--- src/rtl/rv32i_pkg.sv ---
// Shared encodings, control bundle types and small helpers for the RV32I
// pipeline control path.
package rv32i_pkg;

    localparam logic [6:0] OPC_OP     = 7'b0110011;
    localparam logic [6:0] OPC_OP_IMM = 7'b0010011;
    localparam logic [6:0] OPC_LOAD   = 7'b0000011;
    localparam logic [6:0] OPC_STORE  = 7'b0100011;
    localparam logic [6:0] OPC_BRANCH = 7'b1100011;
    localparam logic [6:0] OPC_JAL    = 7'b1101111;
    localparam logic [6:0] OPC_JALR   = 7'b1100111;
    localparam logic [6:0] OPC_LUI    = 7'b0110111;
    localparam logic [6:0] OPC_AUIPC  = 7'b0010111;

    localparam logic [2:0] F3_BEQ  = 3'b000;
    localparam logic [2:0] F3_BNE  = 3'b001;
    localparam logic [2:0] F3_BLT  = 3'b100;
    localparam logic [2:0] F3_BGE  = 3'b101;
    localparam logic [2:0] F3_BLTU = 3'b110;
    localparam logic [2:0] F3_BGEU = 3'b111;

    localparam logic [3:0] ALU_ADD   = 4'd0;
    localparam logic [3:0] ALU_SUB   = 4'd1;
    localparam logic [3:0] ALU_SLL   = 4'd2;
    localparam logic [3:0] ALU_SLT   = 4'd3;
    localparam logic [3:0] ALU_SLTU  = 4'd4;
    localparam logic [3:0] ALU_XOR   = 4'd5;
    localparam logic [3:0] ALU_SRL   = 4'd6;
    localparam logic [3:0] ALU_SRA   = 4'd7;
    localparam logic [3:0] ALU_OR    = 4'd8;
    localparam logic [3:0] ALU_AND   = 4'd9;
    localparam logic [3:0] ALU_COPY1 = 4'd10;

    localparam logic [2:0] SEL_PC_PLUS_4 = 3'd0;
    localparam logic [2:0] SEL_PC_JAL    = 3'd1;
    localparam logic [2:0] SEL_PC_JALR   = 3'd2;
    localparam logic [2:0] SEL_PC_BRANCH = 3'd3;

    localparam logic [1:0] SEL_OP1_RS1 = 2'd0;
    localparam logic [1:0] SEL_OP1_IMM = 2'd1;
    localparam logic [1:0] SEL_OP1_PC  = 2'd2;
    localparam logic       SEL_OP2_RS2 = 1'b0;
    localparam logic       SEL_OP2_IMM = 1'b1;

    localparam logic [2:0] IMM_I  = 3'd0;
    localparam logic [2:0] IMM_S  = 3'd1;
    localparam logic [2:0] IMM_SB = 3'd2;
    localparam logic [2:0] IMM_U  = 3'd3;
    localparam logic [2:0] IMM_UJ = 3'd4;

    localparam logic [1:0] SEL_WB_ALU       = 2'd0;
    localparam logic [1:0] SEL_WB_MEM       = 2'd1;
    localparam logic [1:0] SEL_WB_PC_PLUS_4 = 2'd2;

    typedef struct packed {
        logic [3:0] alu;
        logic [1:0] src1;
        logic       src2;
        logic [2:0] imm_sel;
        logic       we;
        logic       dmem_we;
        logic [1:0] wb_sel;
        logic       is_branch;
        logic       is_jal;
        logic       is_jalr;
        logic       uses_rs1;
        logic       uses_rs2;
    } ctrl_t;

    localparam ctrl_t CTRL_BUBBLE = '{alu: ALU_ADD, src1: SEL_OP1_RS1, src2: SEL_OP2_RS2,
                                      imm_sel: IMM_I, we: 1'b0, dmem_we: 1'b0,
                                      wb_sel: SEL_WB_ALU, is_branch: 1'b0, is_jal: 1'b0,
                                      is_jalr: 1'b0, uses_rs1: 1'b0, uses_rs2: 1'b0};

    typedef struct packed {
        logic [3:0] alu;
        logic       is_branch;
        logic [2:0] func3;
        logic       we;
        logic       dmem_we;
        logic [1:0] wb_sel;
        logic [4:0] rd;
    } ex_t;

    typedef struct packed {
        logic       we;
        logic       dmem_we;
        logic [1:0] wb_sel;
        logic [4:0] rd;
    } mem_t;

    typedef struct packed {
        logic       we;
        logic [1:0] wb_sel;
        logic [4:0] rd;
    } wb_t;

    localparam ex_t EX_BUBBLE = '{alu: ALU_ADD, is_branch: 1'b0, func3: 3'd0, we: 1'b0,
                                  dmem_we: 1'b0, wb_sel: SEL_WB_ALU, rd: 5'd0};
    localparam mem_t MEM_BUBBLE = '{we: 1'b0, dmem_we: 1'b0, wb_sel: SEL_WB_ALU, rd: 5'd0};
    localparam wb_t WB_BUBBLE = '{we: 1'b0, wb_sel: SEL_WB_ALU, rd: 5'd0};

    // alt selects SUB/SRA over ADD/SRL
    function automatic logic [3:0] alu_op(input logic [2:0] func3, input logic alt);
        logic [3:0] op;
        case (func3)
            3'b000:  op = alt ? ALU_SUB : ALU_ADD;
            3'b001:  op = ALU_SLL;
            3'b010:  op = ALU_SLT;
            3'b011:  op = ALU_SLTU;
            3'b100:  op = ALU_XOR;
            3'b101:  op = alt ? ALU_SRA : ALU_SRL;
            3'b110:  op = ALU_OR;
            3'b111:  op = ALU_AND;
            default: op = ALU_ADD;
        endcase
        return op;
    endfunction

    function automatic logic branch_cond(input logic [2:0] func3, input logic zero,
                                         input logic lt, input logic ltu);
        logic c;
        case (func3)
            F3_BEQ:  c = zero;
            F3_BNE:  c = !zero;
            F3_BLT:  c = lt;
            F3_BGE:  c = !lt;
            F3_BLTU: c = ltu;
            F3_BGEU: c = !ltu;
            default: c = 1'b0;
        endcase
        return c;
    endfunction

    function automatic logic reg_match(input logic [4:0] rs, input logic we,
                                       input logic [4:0] rd);
        return we && (rd == rs);
    endfunction

endpackage

--- src/rtl/rv32i_decoder.sv ---
// Combinational RV32I decoder: DEC-stage instruction to control bundle.
// Unrecognised encodings fall back to a bubble so they behave as NOPs.
module rv32i_decoder
    import rv32i_pkg::*;
(
    input  logic [31:0] instruction,
    output ctrl_t       ctrl
);

    logic [6:0] opcode_s;
    logic [2:0] func3_s;
    logic [6:0] func7_s;
    logic       unused_bits_s;

    assign opcode_s      = instruction[6:0];
    assign func3_s       = instruction[14:12];
    assign func7_s       = instruction[31:25];
    assign unused_bits_s = ^{instruction[24:15], instruction[11:7]};

    // Opcode/func3/func7 to control bundle
    always_comb begin
        ctrl = CTRL_BUBBLE;
        case (opcode_s)
            OPC_OP: begin
                if ((func7_s == 7'b0000000) ||
                    ((func7_s == 7'b0100000) && ((func3_s == 3'b000) || (func3_s == 3'b101)))) begin
                    ctrl.alu      = alu_op(func3_s, func7_s[5]);
                    ctrl.we       = 1'b1;
                    ctrl.uses_rs1 = 1'b1;
                    ctrl.uses_rs2 = 1'b1;
                end else begin
                    ctrl = CTRL_BUBBLE;
                end
            end
            OPC_OP_IMM: begin
                ctrl.alu      = alu_op(func3_s, (func3_s == 3'b101) && func7_s[5]);
                ctrl.src2     = SEL_OP2_IMM;
                ctrl.we       = 1'b1;
                ctrl.uses_rs1 = 1'b1;
            end
            OPC_LOAD: begin
                ctrl.src2     = SEL_OP2_IMM;
                ctrl.we       = 1'b1;
                ctrl.wb_sel   = SEL_WB_MEM;
                ctrl.uses_rs1 = 1'b1;
            end
            OPC_STORE: begin
                ctrl.src2     = SEL_OP2_IMM;
                ctrl.imm_sel  = IMM_S;
                ctrl.dmem_we  = 1'b1;
                ctrl.uses_rs1 = 1'b1;
                ctrl.uses_rs2 = 1'b1;
            end
            OPC_BRANCH: begin
                if (func3_s[2:1] != 2'b01) begin
                    ctrl.alu       = ALU_SUB;
                    ctrl.imm_sel   = IMM_SB;
                    ctrl.is_branch = 1'b1;
                    ctrl.uses_rs1  = 1'b1;
                    ctrl.uses_rs2  = 1'b1;
                end else begin
                    ctrl = CTRL_BUBBLE;
                end
            end
            OPC_JAL: begin
                ctrl.imm_sel = IMM_UJ;
                ctrl.we      = 1'b1;
                ctrl.wb_sel  = SEL_WB_PC_PLUS_4;
                ctrl.is_jal  = 1'b1;
            end
            OPC_JALR: begin
                ctrl.src2     = SEL_OP2_IMM;
                ctrl.we       = 1'b1;
                ctrl.wb_sel   = SEL_WB_PC_PLUS_4;
                ctrl.is_jalr  = 1'b1;
                ctrl.uses_rs1 = 1'b1;
            end
            OPC_LUI: begin
                ctrl.alu     = ALU_COPY1;
                ctrl.src1    = SEL_OP1_IMM;
                ctrl.imm_sel = IMM_U;
                ctrl.we      = 1'b1;
            end
            OPC_AUIPC: begin
                ctrl.src1    = SEL_OP1_PC;
                ctrl.src2    = SEL_OP2_IMM;
                ctrl.imm_sel = IMM_U;
                ctrl.we      = 1'b1;
            end
            default: ctrl = CTRL_BUBBLE;
        endcase
    end

endmodule

--- src/rtl/rv32i_pipeline_controlpath.sv ---
// Control path for the 4-stage RV32I pipeline: decode, RAW stall, jump/branch
// redirect and the EXEC/MEM/WB control register chain.
module rv32i_pipeline_controlpath
    import rv32i_pkg::*;
#(
    parameter logic [2:0] RESET_PC_SEL = SEL_PC_PLUS_4
) (
    input  logic        clk_i,
    input  logic        resetn_i,
    input  logic [31:0] instruction_i,
    input  logic        alu_zero_i,
    input  logic        alu_lt_i,
    input  logic        alu_ltu_i,
    output logic        fetch_nop_o,
    output logic        stall_dec_o,
    output logic        stall_exec_o,
    output logic [2:0]  pc_next_sel_o,
    output logic [1:0]  alu_src1_o,
    output logic        alu_src2_o,
    output logic [2:0]  imm_gen_sel_o,
    output logic [3:0]  alu_control_o,
    output logic        dmem_we_o,
    output logic [1:0]  wb_sel_o,
    output logic [4:0]  rd_add_o,
    output logic        reg_we_o
);

    ctrl_t      dec_s;
    ex_t        issue_s;
    ex_t        ex_next_s;
    ex_t        ex_r;
    mem_t       mem_r;
    wb_t        wb_r;
    logic [4:0] rs1_s;
    logic [4:0] rs2_s;
    logic [4:0] rd_s;
    logic       hz_rs1_s;
    logic       hz_rs2_s;
    logic       hz_s;
    logic       taken_s;
    logic [2:0] pc_sel_s;
    logic       fetch_nop_s;
    logic       stall_dec_s;

    rv32i_decoder u_decoder (
        .instruction (instruction_i),
        .ctrl        (dec_s)
    );

    assign rs1_s = instruction_i[19:15];
    assign rs2_s = instruction_i[24:20];
    assign rd_s  = instruction_i[11:7];

    // A write to x0 is architecturally void, so it never creates a hazard or a regfile write
    assign issue_s = '{alu: dec_s.alu, is_branch: dec_s.is_branch, func3: instruction_i[14:12],
                       we: dec_s.we && (rd_s != 5'd0), dmem_we: dec_s.dmem_we,
                       wb_sel: dec_s.wb_sel, rd: rd_s};

    // WB is included because the regfile only commits at the end of this cycle
    assign hz_rs1_s = dec_s.uses_rs1 && (rs1_s != 5'd0) &&
                      (reg_match(rs1_s, ex_r.we, ex_r.rd) || reg_match(rs1_s, mem_r.we, mem_r.rd) ||
                       reg_match(rs1_s, wb_r.we, wb_r.rd));
    assign hz_rs2_s = dec_s.uses_rs2 && (rs2_s != 5'd0) &&
                      (reg_match(rs2_s, ex_r.we, ex_r.rd) || reg_match(rs2_s, mem_r.we, mem_r.rd) ||
                       reg_match(rs2_s, wb_r.we, wb_r.rd));
    assign hz_s     = hz_rs1_s || hz_rs2_s;
    assign taken_s  = ex_r.is_branch && branch_cond(ex_r.func3, alu_zero_i, alu_lt_i, alu_ltu_i);

    // Per-cycle redirect/stall priority: taken branch, hazard, jump, sequential
    always_comb begin
        pc_sel_s    = SEL_PC_PLUS_4;
        fetch_nop_s = 1'b0;
        stall_dec_s = 1'b0;
        ex_next_s   = EX_BUBBLE;
        if (!resetn_i) begin
            pc_sel_s = RESET_PC_SEL;
        end else if (taken_s) begin
            pc_sel_s    = SEL_PC_BRANCH;
            fetch_nop_s = 1'b1;
        end else if (hz_s) begin
            stall_dec_s = 1'b1;
        end else if (dec_s.is_jal) begin
            pc_sel_s    = SEL_PC_JAL;
            fetch_nop_s = 1'b1;
            ex_next_s   = issue_s;
        end else if (dec_s.is_jalr) begin
            pc_sel_s    = SEL_PC_JALR;
            fetch_nop_s = 1'b1;
            ex_next_s   = issue_s;
        end else begin
            ex_next_s = issue_s;
        end
    end

    // EXEC/MEM/WB control registers; reset discards all in-flight control
    always_ff @(posedge clk_i or negedge resetn_i) begin
        if (!resetn_i) begin
            ex_r  <= EX_BUBBLE;
            mem_r <= MEM_BUBBLE;
            wb_r  <= WB_BUBBLE;
        end else begin
            ex_r  <= ex_next_s;
            mem_r <= '{we: ex_r.we, dmem_we: ex_r.dmem_we, wb_sel: ex_r.wb_sel, rd: ex_r.rd};
            wb_r  <= '{we: mem_r.we, wb_sel: mem_r.wb_sel, rd: mem_r.rd};
        end
    end

    assign pc_next_sel_o = pc_sel_s;
    assign fetch_nop_o   = fetch_nop_s;
    assign stall_dec_o   = stall_dec_s;
    assign stall_exec_o  = 1'b0;
    assign alu_src1_o    = dec_s.src1;
    assign alu_src2_o    = dec_s.src2;
    assign imm_gen_sel_o = dec_s.imm_sel;
    assign alu_control_o = ex_r.alu;
    assign dmem_we_o     = mem_r.dmem_we;
    assign wb_sel_o      = wb_r.wb_sel;
    assign rd_add_o      = wb_r.rd;
    assign reg_we_o      = wb_r.we;

endmodule

--- config.mk ---
export PLATFORM = sky130hd
export DESIGN_NAME = rv32i_pipeline_controlpath
export DESIGN_NICKNAME = d
export VERILOG_FILES = /design/src/rtl/rv32i_pkg.sv /design/src/rtl/rv32i_decoder.sv /design/src/rtl/rv32i_pipeline_controlpath.sv
export SDC_FILE = /design/constraint.sdc
export NUM_CORES = 1
export LEC_CHECK = 0
export BUFFER_PORTS_ARGS = -buffer_cell sky130_fd_sc_hd__buf_2
export CAP_MARGIN = 20
export CORE_UTILIZATION = 52
export CTS_BUF_LIST = sky130_fd_sc_hd__clkbuf_4 sky130_fd_sc_hd__clkbuf_8
export DETAILED_ROUTE_END_ITERATION = 8
export PLACE_DENSITY = 0.88
export SYNTH_ARGS = -nofsm -noshare
export SYNTH_HDL_FRONTEND = slang
export SYNTH_HIERARCHICAL = 1
export SYNTH_SLANG_ARGS = --single-unit
--- constraint.sdc ---
create_clock -name clk_i -period 1.9 [get_ports clk_i]
set_input_delay 0.095 -clock clk_i [delete_from_list [all_inputs] [get_ports clk_i]]
set_output_delay 0.095 -clock clk_i [all_outputs]
set_load 0.005 [all_outputs]
-- Word-level counts from Yosys, hierarchy flattened
Cells that the tools add are included.
Widths: inputs -> output; s select.
- bits in writable memories: 0
- logic and storage cells: 120
- bits in registers: 34
- input bits: 37
- memories: 0
- memory bits (read-only): 0
- bits in latches: 0
- output and inout port bits: 25
- add/sub/neg operators: 0
- equality and inequality tests: 29
- reductions and logical operators: 35
- divide/modulo/power cells: 0
- multipliers: 0
- multiplexer cells: 42
- shifts and indexed selects: 0
- bitwise operators: 0
- order comparisons: 0
- operator list (cell ; count):
    $pmux 4 s8 ; 2
    $mux 17 ; 3
    $eq 5x5->1 ; 6
    $eq 7x6->1 const B ; 4
    $eq 3x3->1 const B ; 8
    $eq 7x7->1 const B ; 3
    $mux 1 ; 20
    $mux 2 ; 8
    $pmux 4 s4 ; 1
    $reduce_bool 5->1 ; 3
    $eq 7x5->1 const B ; 2
    $logic_and 1x1->1 ; 14
    $pmux 3 s4 ; 1
    $pmux 2 s2 ; 2
    $eq 7x2->1 const B ; 1
    $logic_not 7->1 ; 1
    $logic_or 1x1->1 ; 7
    $eq 3x1->1 const B ; 2
    $eq 3x2->1 const B ; 2
    $logic_not 3->1 ; 2
    $pmux 1 s3 ; 2
    $pmux 1 s6 ; 1
    $reduce_or 6->1 ; 1
    $reduce_or 5->1 ; 1
    other kinds (6) ; 9

-- Depth between registers and ports, before layout
Gate-level depths: netlist of run 1.
- word-level depth: 12
- mapped depth: 10
- mapped depth without buffers: 8

-- Modules after synthesis
Netlist of run 1, hierarchy kept.
- by module, submodules not included (module ; sequential area each (um^2) ; times used ; area each (um^2) ; cells an instance):
    rv32i_pipeline_controlpath ; 850.8 ; 1 ; 1520.2 ; 127
    rv32i_decoder ; 0.0 ; 1 ; 402.9 ; 60

-- Least setup slack after synthesis of run 1
OpenSTA, ideal clock, no wires.
- path kind: input port to flip-flop
- start: input port instruction_i[28]
- end: register ex_r (netlist bit alu_control_o[0])
- buffers on the path: 1
- library setup time: 119 ps
- path slack: 57 ps
- cell stages on the path: 9
- arrival: 1724 ps
- required time: 1781 ps
- cell sequence: or4_1 -> nor3_2 -> a41oi_1 -> nand2_1 -> o21ai_1 -> a31oi_1 -> nor3_4 -> buf_6 -> and2_1
- RTL lines (item ; line ; text):
    start, declared ; rv32i_pipeline_controlpath.sv:10 ; input logic [31:0] instruction_i,
    end signal, assigned ; rv32i_pipeline_controlpath.sv:102 ; ex_r <= ex_next_s;
    end, declared ; rv32i_pipeline_controlpath.sv:31 ; ex_t ex_r;

-- Worst setup path in the final report of run 1
- start: register ex_r[4] (netlist bit)
- end: output port stall_dec_o
- cells in the longest elaborated chain, start to end: 9
- elaborated cells between the ends (all ways): 14
- classes of those cells: eq/ne (2); mux (3); reduce/logical (9)
- RTL lines (item ; line ; text):
    $eq 5x5->1 ; rv32i_pkg.sv:137 ; return we && (rd == rs);
    $logic_and 1x1->1 ; rv32i_pkg.sv:137 ;
    $logic_or 1x1->1 (on tied branches) (2 in series) ; rv32i_pipeline_controlpath.sv:61, rv32i_pipeline_controlpath.sv:64 ;
    $logic_and 1x1->1 (on tied branches) ; rv32i_pipeline_controlpath.sv:60, rv32i_pipeline_controlpath.sv:63 ;
    $logic_or 1x1->1 * ; rv32i_pipeline_controlpath.sv:66 ; assign hz_s = hz_rs1_s || hz_rs2_s;
    $mux 1 * ; rv32i_pipeline_controlpath.sv:80 ; end else if (hz_s) begin
    $mux 1 * ; rv32i_pipeline_controlpath.sv:77 ; end else if (taken_s) begin
    $mux 1 * ; rv32i_pipeline_controlpath.sv:75 ; if (!resetn_i) begin
    end, declared ; rv32i_pipeline_controlpath.sv:15 ; output logic stall_dec_o,
Mark *: on every way between the ends. The rest lies on a longest branch, timed or not.

==> results.sh, run 1 <==
export IMPL_finalInstanceArea_um2=2640
export IMPL_setup_slack_ps=-270
export IMPL_cp_cell_sequence="xor2_1 -> nor4_2 -> nand3_1 -> a31oi_2 -> or2_4 -> nor2b_1 -> buf_2"
export IMPL_min_path_type="input port to register"
export IMPL_clkPwrFrac_pct=37.1
export IMPL_synth_area_leader_cell="dfrtp_1"
export IMPL_clk_path_buf_depth=2
export IMPL_cts_htree_levels=2
export IMPL_yosysSeqAreaShare_pct=44.2
export IMPL_die_area_um2=3950
export IMPL_p_sw_w=0.000428
export IMPL_path_max_fanout=4
export IMPL_worst_pin_slew_ps=506
export IMPL_avgRoutedWirePerCell_um=16.8
export IMPL_port_buffers=59
export IMPL_min_to="ex_r[2]"
export IMPL_clock_tree_root_cell="clkbuf_8"
export IMPL_p_int_w=0.00125
export IMPL_die_h_um=62.8
export IMPL_final_antenna_net_count=0
export IMPL_combPwrFrac_pct=17.2
export IMPL_path_delay_family="simple AND/OR/NAND/NOR gates"
export IMPL_viasPerCell=5.58
export IMPL_cp_start_kind="register"
export IMPL_dpl_worst_slack_ps=-168
export IMPL_start_util_pct=55.9
export IMPL_fp_coreArea_um2=3440
export IMPL_r2r_slack_ps=-100
export IMPL_final_cell_mix="buf_2, dfrtp_1, xor2_1, buf_4, and2_4"
export IMPL_gp_congestion=0.931
export IMPL_synth_area_top_cells="dfrtp_1, xor2_1, and2_1"
export IMPL_setup_viol=21
export IMPL_rsz0062_at_grt="true"
export IMPL_status="complete, but fails checks"
export IMPL_clk_pin_slew_ps=60
export IMPL_fin_skew_ps=4.38
export IMPL_dr_pass1_iters=4
export IMPL_synth_edf_count=0
export IMPL_rr_startpoint="ex_r[4]"
export IMPL_yosysWarningCount=6
export IMPL_grt_pass1_vias=1819
export IMPL_area_growth_pct=37.3
export IMPL_async_flop_share_pct=100
export IMPL_synth_ff_type="dfrtp_1"
export IMPL_min_from="instruction_i[9]"
export IMPL_synth_seq_cells=34
export IMPL_postSynthAreaPerCell_um2=10.3
export IMPL_leakagePower_nw=1.38
export IMPL_placed_area_um2=2390
export IMPL_max_cap_violations=0
export IMPL_post_route_period_util_pct=114
export IMPL_antenna_cells=0
export IMPL_routed_wl_mm=5.39
export IMPL_drtIter0Drc=96
export IMPL_p_seq_share_pct=45.7
export IMPL_r2r_end="alu_control_o[1]"
export IMPL_grt_usage_pct=28.6
export IMPL_yosysTopAreaCellShare_pct=44.2
export IMPL_crit_cells=7
export IMPL_swShare_pct=25.5
export IMPL_maxSlewHeadroom_pct=65.9
export IMPL_post_dp_hpwl_mm=3.73
export IMPL_peakVddDrop_v=0.000311
export IMPL_cts_tree="yes"
export IMPL_fp_dieW_um=62.8
export IMPL_syn_area_um2=1920
export IMPL_clock_sinks=34
export IMPL_layout_nets=311
export IMPL_grt_pass1_wl_mm=8.44
export IMPL_worstPathBufferInverterCount=1
export IMPL_critPathRequiredTime_ps=1800
export IMPL_cp_arrival_ps=2080
export IMPL_violations="setup timing"
export IMPL_r2r_cells=8
export IMPL_critPathSlowestCell="dfrtp_1"
export IMPL_io_pins=62
export IMPL_worstHoldPathCells=2
export IMPL_vias=1791
export IMPL_numCtsBuffers=5
export IMPL_antenna_found_initial=0
export IMPL_powerDensity_nw_per_um2=637
export IMPL_nFillCells=230
export IMPL_slowest_delay_ps=420
export IMPL_final_common_cell="buf_2"
export IMPL_slew_viol_final=0
export IMPL_fin_crit_ps=2170
export IMPL_remaining_drc_errors=0
export IMPL_grt_max_degree=30
export IMPL_drive_above_1_share_pct=47.3
export IMPL_ys_types=47
export IMPL_cp_end_kind="primary output"
export IMPL_worstSetupPathType="register to primary output"
export IMPL_max_freq_mhz=461
export IMPL_finalHoldViolations=0
export IMPL_synthCells=187
export IMPL_rows=21
export IMPL_worstSkewPairLatency_ps=290
export IMPL_grt_ovfl_total=0
cell families after synthesis:
kind of cell              share of synthesized area (%)
AOI/OAI and AO/OA                                  9.30
xor gates and xnor gates                           15.0
buffers and inverters                              5.79
DFF                                                44.2
muxes                                              1.04
other                                             0.195
and+or+nand+nor                                    24.4
worst reg2reg max path, delay by kind of cell, from the launching register on:
kind                   cells  cell delay (ps)
buffers and inverters      2              320
XOR/XNOR                   1              200
AO/OA/AOI/OAI              1              250
flip-flops                 1              420
AND/OR/NAND/NOR            4              720
cells in the mapped netlist (2+ instances only):
cell and n:
xor2_1 26, a21oi_1 5, or4_1 3, and2_1 17, o21ai_1 4, nand4_1 2
nor2_1 5, nor2b_1 2, buf_6 2, nand2_1 9, nand2b_1 2, o31ai_1 3
xnor2_1 7, buf_4 8, nor3_1 2, dfrtp_1 34, and2_2 3, nor4_1 6
nand3b_1 2, or3_1 2, mux2i_1 2, o21ai_0 3, nand3_1 7, nor3_4 2
a31oi_1 2, inv_1 5, and3_2 2
power groups by stage:
| stage | sequential, W | combinational, W | clock (W) |
|---|---|---|---|
| 2_1_floorplan | 0.000778 | 0.000116 | 0 |
| 3_3_place_gp | 0.000779 | 0.000240 | 0 |
| 3_5_place_dp | 0.000781 | 0.000251 | 0 |
| 4_1_cts | 0.000767 | 0.000268 | 0.000623 |
| 5_1_grt | 0.000771 | 0.000310 | 0.000671 |
| 6_report | 0.000768 | 0.000290 | 0.000623 |
flip-flops by register name, indices dropped and copies added (netlist names):
name           cells
dmem_we_o          1
mem_r              8
alu_control_o      4
rd_add_o           5
wb_sel_o           2
reg_we_o           1
ex_r              13
stage by stage:
stage               total power (W)  hold slack (ps)  std cells  setup TNS, ps  util, %
floorplan                  0.000893             -201        188              0        -
global placement            0.00102            -40.5        307          -1380     69.6
detailed placement          0.00103            -37.6        307          -3130     69.6
CTS                         0.00166             23.9        321           -676     74.5
global route                0.00175             39.4        321          -3790     76.7
finish                      0.00168             42.2        321          -2300     76.7
layer usage:
layer / GRT usage [%] / vias to the layer above / wire length (µm)
li1: - / 814 / -
met1: 32.0 / 874 / 2100
met2: 48.9 / 86 / 2760
met3: 5.29 / 17 / 338
met4: 20.1 / 0 / 193
met5: 0 / - / 0
layout make-up:
| cell class | count | area (µm²) | area share (%) |
|---|---|---|---|
| Multi-Input combinational cell | 137 | 1040 | 39.3 |
| Clock buffer | 8 | 110 | 4.17 |
| Inverter | 5 | 18.8 | 0.711 |
| Sequential cell | 34 | 851 | 32.2 |
| Timing Repair Buffer | 91 | 564 | 21.4 |
| Tap cell | 46 | 57.6 | 2.18 |
how the worst max path moves through the flow:
stage / start / to / slack (ps)
after floorplan: instruction_i[28] / alu_control_o[0] / 60
after global placement: instruction_i[28] / stall_dec_o / -80
after detailed placement: instruction_i[28] / ex_r[7] / -170
after CTS: mem_r[2] / stall_dec_o / -200
after global routing: ex_r[4] / stall_dec_o / -380
final: ex_r[4] / stall_dec_o / -270
what timing repair did:
item	in CTS	in global routing
endpoints found under the hold margin	5	0
hold buffers	2	0
gates resized for setup	2	23
pin swaps	6	19
setup buffers	5	1
setup endpoints to repair	18	21
No activity file was read; power rests on OpenSTA's default activity.
==> run 2, diff against run 1 <==
Settings changed: CORE_MARGIN from default to 2.
==> run 2 against run 1 <==
Net effect: highest routed layer unchanged; non-clock buffer count down 15; setup slack better by 55 ps; count of clock-buffer cells in the layout down 1; die area up 6.5%; cell count down 4.4%; via count down 7.0%; the run still ends with setup timing left.
==> results.sh, run 2 (synthesis gave the netlist of run 1 again) <==
export IMPL_drtIter0Drc=127
export IMPL_max_cap_violations=0
export IMPL_numCtsBuffers=5
export IMPL_worstPathBufferInverterCount=2
export IMPL_setup_viol=21
export IMPL_routed_wl_mm=4.50
export IMPL_largest_register_ffs=13
export IMPL_fp_coreArea_um2=3610
export IMPL_violations="setup timing"
export IMPL_grt_pass1_wl_mm=7.16
export IMPL_viasPerCell=5.42
export IMPL_grt_ovfl_total=0
export IMPL_r2r_slack_ps=-50
export IMPL_cts_tree="yes"
export IMPL_grt_usage_pct=22.7
export IMPL_powerDensity_nw_per_um2=619
export IMPL_path_delay_family="simple AND/OR/NAND/NOR gates"
export IMPL_utilization_pct=68.2
export IMPL_fin_skew_ps=6.42
export IMPL_fp_dieW_um=64.8
export IMPL_dpl_worst_slack_ps=-250
export IMPL_r2r_cells=9
export IMPL_critPathSlowestCell="dfrtp_1"
export IMPL_antenna_found_initial=0
export IMPL_slew_viol_final=0
export IMPL_area_growth_pct=27.9
export IMPL_slowest_delay_ps=410
export IMPL_io_pins=62
export IMPL_grt_pass1_vias=1592
export IMPL_port_buffers=59
export IMPL_post_route_period_util_pct=111
export IMPL_die_area_um2=4200
export IMPL_cp_arrival_ps=2020
export IMPL_antenna_cells=0
export IMPL_rr_startpoint="ex_r[3]"
export IMPL_crit_end="stall_dec_o"
export IMPL_status="complete, but fails checks"
export IMPL_worstSetupPathType="register to primary output"
export IMPL_dr_pass1_iters=4
export IMPL_cp_cell_sequence="xor2_1 -> nor4_1 -> nand3_1 -> a31oi_1 -> buf_4 -> or2_4 -> nor2b_4 -> buf_2"
export IMPL_clock_tree_root_cell="clkbuf_8"
export IMPL_rows=22
export IMPL_rsz0062_at_grt="true"
export IMPL_clock_sinks=34
export IMPL_tns_ps=-1320
export IMPL_cp_start_kind="register"
export IMPL_start_util_pct=53.3
export IMPL_critPathRequiredTime_ps=1800
export IMPL_crit_cells=8
export IMPL_drive_above_1_share_pct=39.4
export IMPL_peakVddDrop_v=0.000448
export IMPL_final_common_cell="buf_2"
export IMPL_fin_crit_ps=2110
export IMPL_max_freq_mhz=473
export IMPL_grt_max_degree=39
export IMPL_final_cell_mix="buf_2, dfrtp_1, xor2_1"
export IMPL_vias=1665
export IMPL_crit_start="ex_r[3]"
export IMPL_finalHoldViolations=0
export IMPL_leakagePower_nw=1.27
export IMPL_path_max_fanout=4
export IMPL_regMostFlops="ex_r"
export IMPL_setup_slack_ps=-215
export IMPL_cts_htree_levels=2
export IMPL_remaining_drc_errors=0
export IMPL_layout_nets=296
export IMPL_post_dp_hpwl_mm=3.32
export IMPL_min_path_type="input port to register"
export IMPL_clk_path_buf_depth=2
export IMPL_die_h_um=64.8
export IMPL_gp_congestion=0.895
export IMPL_clk_pin_slew_ps=60
export IMPL_worstSkewPairLatency_ps=280
export IMPL_avgRoutedWirePerCell_um=14.6
export IMPL_cp_end_kind="primary output"
export IMPL_final_antenna_net_count=0
export IMPL_r2r_end="ex_r[2]"
[run 2: cell count changes in the layout (fill, tap and decap cells not counted), sizes merged]
cell	delta
buf	-14
clkbuf	-1
dlygate4sd3	-1
[run 2: repair_timing]
action                     4_1_cts  5_1_grt
setup endpoints to repair        4       21
hold endpoints to repair        34        0
pin swaps                        3        4
resized for setup                6        7
setup buffers                    1        0
cloned                           0        1
hold buffers                     1        0
[run 2: where the power goes]
part | total [W] | switching, W | internal [W]
Combinational | 0.000246 | 0.000130 | 0.000116
Sequential | 0.000767 | 0.0000211 | 0.000746
Clock | 0.000509 | 0.000229 | 0.000280
[run 2: area by class of cell]
class                   count  area [µm²]
multi-input cells         137        1010
clock buffers               7        83.8
flip-flops and latches     34         851
inverters                   5        18.8
repair buffers             76         437
well taps                  48        60.1
fillers                   278        1150
[run 2: worst min-delay path by stage]
stage,start,to,cells after the start,slack [ps]
after floorplan,resetn_i,alu_control_o[0],0,-200
after global placement,resetn_i,ex_r[2],2,200
after detailed placement,resetn_i,ex_r[1],2,210
after CTS,instruction_i[10],ex_r[3],2,30
after global routing,instruction_i[8],ex_r[1],2,40
final,instruction_i[7],ex_r[0],2,40
[run 2: stage by stage]
stage | hold WS, ps | instances | cell area, µm² | total power [W]
5_1_grt | 39.6 | 307 | 2460 | 0.00160
4_1_cts | 32.5 | 306 | 2420 | 0.00152
3_5_place_dp | 206 | 297 | 2290 | 0.00101
2_1_floorplan | -201 | 188 | 1930 | 0.000893
6_report | 36.7 | 307 | 2460 | 0.00152
3_3_place_gp | 201 | 297 | 2290 | 0.00100
[run 2: worst reg2reg max path: cells and delay by family (launching register included)]
family                    cells  cell delay, ps
DFF                           1             410
buffers and inverters         3             370
and+or+nand+nor               4             700
AOI/OAI and AO/OA             1             210
xor gates and xnor gates      1             160
[run 2: per-layer routing]
layer	up-vias	GRT usage [%]	wire (µm)
met1	797	29.7	1830
met4	0	10.4	121
met3	10	4.86	298
met2	72	36.1	2250
met5	-	0	0
li1	786	-	-
==> run 3, diff against run 2 <==
Settings changed: TNS_END_PERCENT from default to 20.
==> run 3 against run 2 <==
Net effect: first-iteration DRC count rose by 5.5%; the flow still finishes with violations (setup timing); cell count fell by 0.33%; largest cell class unchanged; core utilization decreased by 0.24 points; via count unchanged; worst hold slack better by 1.0 ps; fmax down 0.74%; total power fell by 0.14%; count of clock-buffer cells in the layout unchanged; sequential share of layout area is 0.12 points higher.
==> results.sh, run 3 (synthesis gave the netlist of run 1 again) <==
export IMPL_cts_htree_levels=2
export IMPL_grt_ovfl_total=0
export IMPL_min_to="ex_r[0]"
export IMPL_multiInputGateArea_um2=1010
export IMPL_area_growth_pct=27.5
export IMPL_die_h_um=64.8
export IMPL_final_antenna_net_count=0
export IMPL_cp_cell_sequence="xor2_1 -> nor4_1 -> nand3_1 -> a31oi_1 -> buf_4 -> or2_4 -> nor2b_4 -> buf_2"
export IMPL_gp_congestion=0.895
export IMPL_stdcell_count=306
export IMPL_antenna_cells=0
export IMPL_utilization_pct=68.0
export IMPL_status="complete, but fails checks"
export IMPL_largest_register_ffs=13
export IMPL_min_from="instruction_i[7]"
export IMPL_clock_tree_root_cell="clkbuf_8"
export IMPL_rr_startpoint="ex_r[3]"
export IMPL_worstSkewPairLatency_ps=280
export IMPL_cp_start_kind="register"
export IMPL_cts_tree="yes"
export IMPL_dp_cells=297
export IMPL_critPathSlowestCell="dfrtp_1"
export IMPL_io_pins=62
export IMPL_p_int_w=0.00114
export IMPL_clock_sinks=34
export IMPL_slowest_delay_ps=410
export IMPL_r2r_cells=9
export IMPL_start_util_pct=53.3
export IMPL_rsz0062_at_grt="true"
export IMPL_fp_dieW_um=64.8
export IMPL_drive_above_1_share_pct=39.5
export IMPL_r2r_end="ex_r[10]"
export IMPL_finalHoldViolations=0
export IMPL_cp_arrival_ps=2040
export IMPL_final_cell_mix="buf_2, dfrtp_1, xor2_1"
export IMPL_p_sw_w=0.000380
export IMPL_regMostFlops="ex_r"
export IMPL_max_cap_violations=0
export IMPL_post_dp_hpwl_mm=3.32
export IMPL_path_max_fanout=4
export IMPL_max_freq_mhz=469
export IMPL_r2r_slack_ps=-60
export IMPL_final_common_cell="buf_2"
export IMPL_dr_pass1_iters=4
export IMPL_remaining_drc_errors=0
export IMPL_powerDensity_nw_per_um2=620
export IMPL_die_area_um2=4200
export IMPL_antenna_found_initial=0
export IMPL_grt_pass1_wl_mm=7.16
export IMPL_avgRoutedWirePerCell_um=14.7
export IMPL_worstPathBufferInverterCount=2
export IMPL_tns_ps=-1680
export IMPL_fin_crit_ps=2130
export IMPL_grt_pass1_vias=1592
export IMPL_grt_usage_pct=22.7
export IMPL_slew_viol_final=0
export IMPL_critPathRequiredTime_ps=1800
export IMPL_path_delay_family="simple AND/OR/NAND/NOR gates"
export IMPL_clk_path_buf_depth=2
export IMPL_p_seq_share_pct=50.5
export IMPL_min_path_type="input port to register"
export IMPL_drtIter0Drc=134
export IMPL_post_route_period_util_pct=112
export IMPL_setup_slack_ps=-230
export IMPL_worstSetupPathType="register to primary output"
export IMPL_fin_skew_ps=6.45
export IMPL_port_buffers=59
export IMPL_peakVddDrop_v=0.000448
export IMPL_clkPwrFrac_pct=33.5
export IMPL_nFillCells=282
export IMPL_setup_viol=21
export IMPL_numCtsBuffers=5
export IMPL_combPwrFrac_pct=16.1
export IMPL_regArea_um2=851
export IMPL_fp_coreArea_um2=3610
export IMPL_violations="setup timing"
export IMPL_finalPower_w=0.00152
export IMPL_layout_nets=295
export IMPL_rows=22
export IMPL_vias=1665
export IMPL_dpl_worst_slack_ps=-250
export IMPL_grt_max_degree=39
export IMPL_leakagePower_nw=1.26
export IMPL_routed_wl_mm=4.51
export IMPL_cp_end_kind="primary output"
export IMPL_worstHoldPathCells=2
export IMPL_swShare_pct=25.0
export IMPL_viasPerCell=5.44
export IMPL_clk_pin_slew_ps=60
[run 3: cell count changes in the layout (fill, tap and decap cells not counted)]
| cell | change |
|---|---|
| and2_1 | -1 |
| buf_6 | -1 |
| and2_4 | +1 |
[run 3: cell type report]
| type | instances | area share (%) |
|---|---|---|
| flip-flops and latches | 34 | 34.7 |
| multi-input cells | 137 | 41.3 |
| well taps | 48 | 2.45 |
| inverters | 5 | 0.766 |
| repair buffers | 75 | 17.4 |
| clock buffers | 7 | 3.42 |
[run 3: power by group through the flow]
stage	registers (W)	logic [W]	clock network [W]
2_1_floorplan	0.000778	0.000116	0
3_3_place_gp	0.000779	0.000222	0
3_5_place_dp	0.000780	0.000229	0
4_1_cts	0.000767	0.000234	0.000517
5_1_grt	0.000769	0.000269	0.000561
6_report	0.000767	0.000244	0.000508
[run 3: stage by stage]
stage                     cell area [µm²]  hold WS [ps]
after floorplan                      1930          -201
after global placement               2290           201
after detailed placement             2290           206
after CTS                            2420          32.5
after global routing                 2450          40.1
final                                2450          37.7
[run 3: worst reg2reg max path, cell delays in order, from the launching register on]
cell	delay (ps)
dfrtp_1	410
xor2_1	160
nor4_1	320
nand3_1	160
a31oi_1	230
buf_4	140
buf_4	110
nor3_4	40
buf_6	140
and2_1	150
[run 3: per-layer routing]
metal,track usage [%],share of wire (%),up-vias
met2,36.1,50,83
li1,-,-,782
met1,29.7,40,788
met3,4.86,6.4,12
met5,0,0,-
met4,10.4,2.8,0
[run 3: worst max path at each step]
stage | to | startpoint | slack (ps) | cells after the start
6_report | stall_dec_o | ex_r[3] | -230 | 8
5_1_grt | stall_dec_o | rd_add_o[3] | -310 | 8
4_1_cts | stall_dec_o | rd_add_o[3] | -210 | 8
3_5_place_dp | ex_r[7] | instruction_i[28] | -250 | 11
3_3_place_gp | stall_dec_o | instruction_i[28] | -190 | 10
2_1_floorplan | alu_control_o[0] | instruction_i[28] | 60 | 9
[run 3: repair_timing]
item,in CTS,in global routing
endpoints found under the hold margin,34,0
hold buffers,1,0
setup buffers,1,0
endpoints found under the setup margin,4,21
pin swaps,3,4
resized for setup,6,6
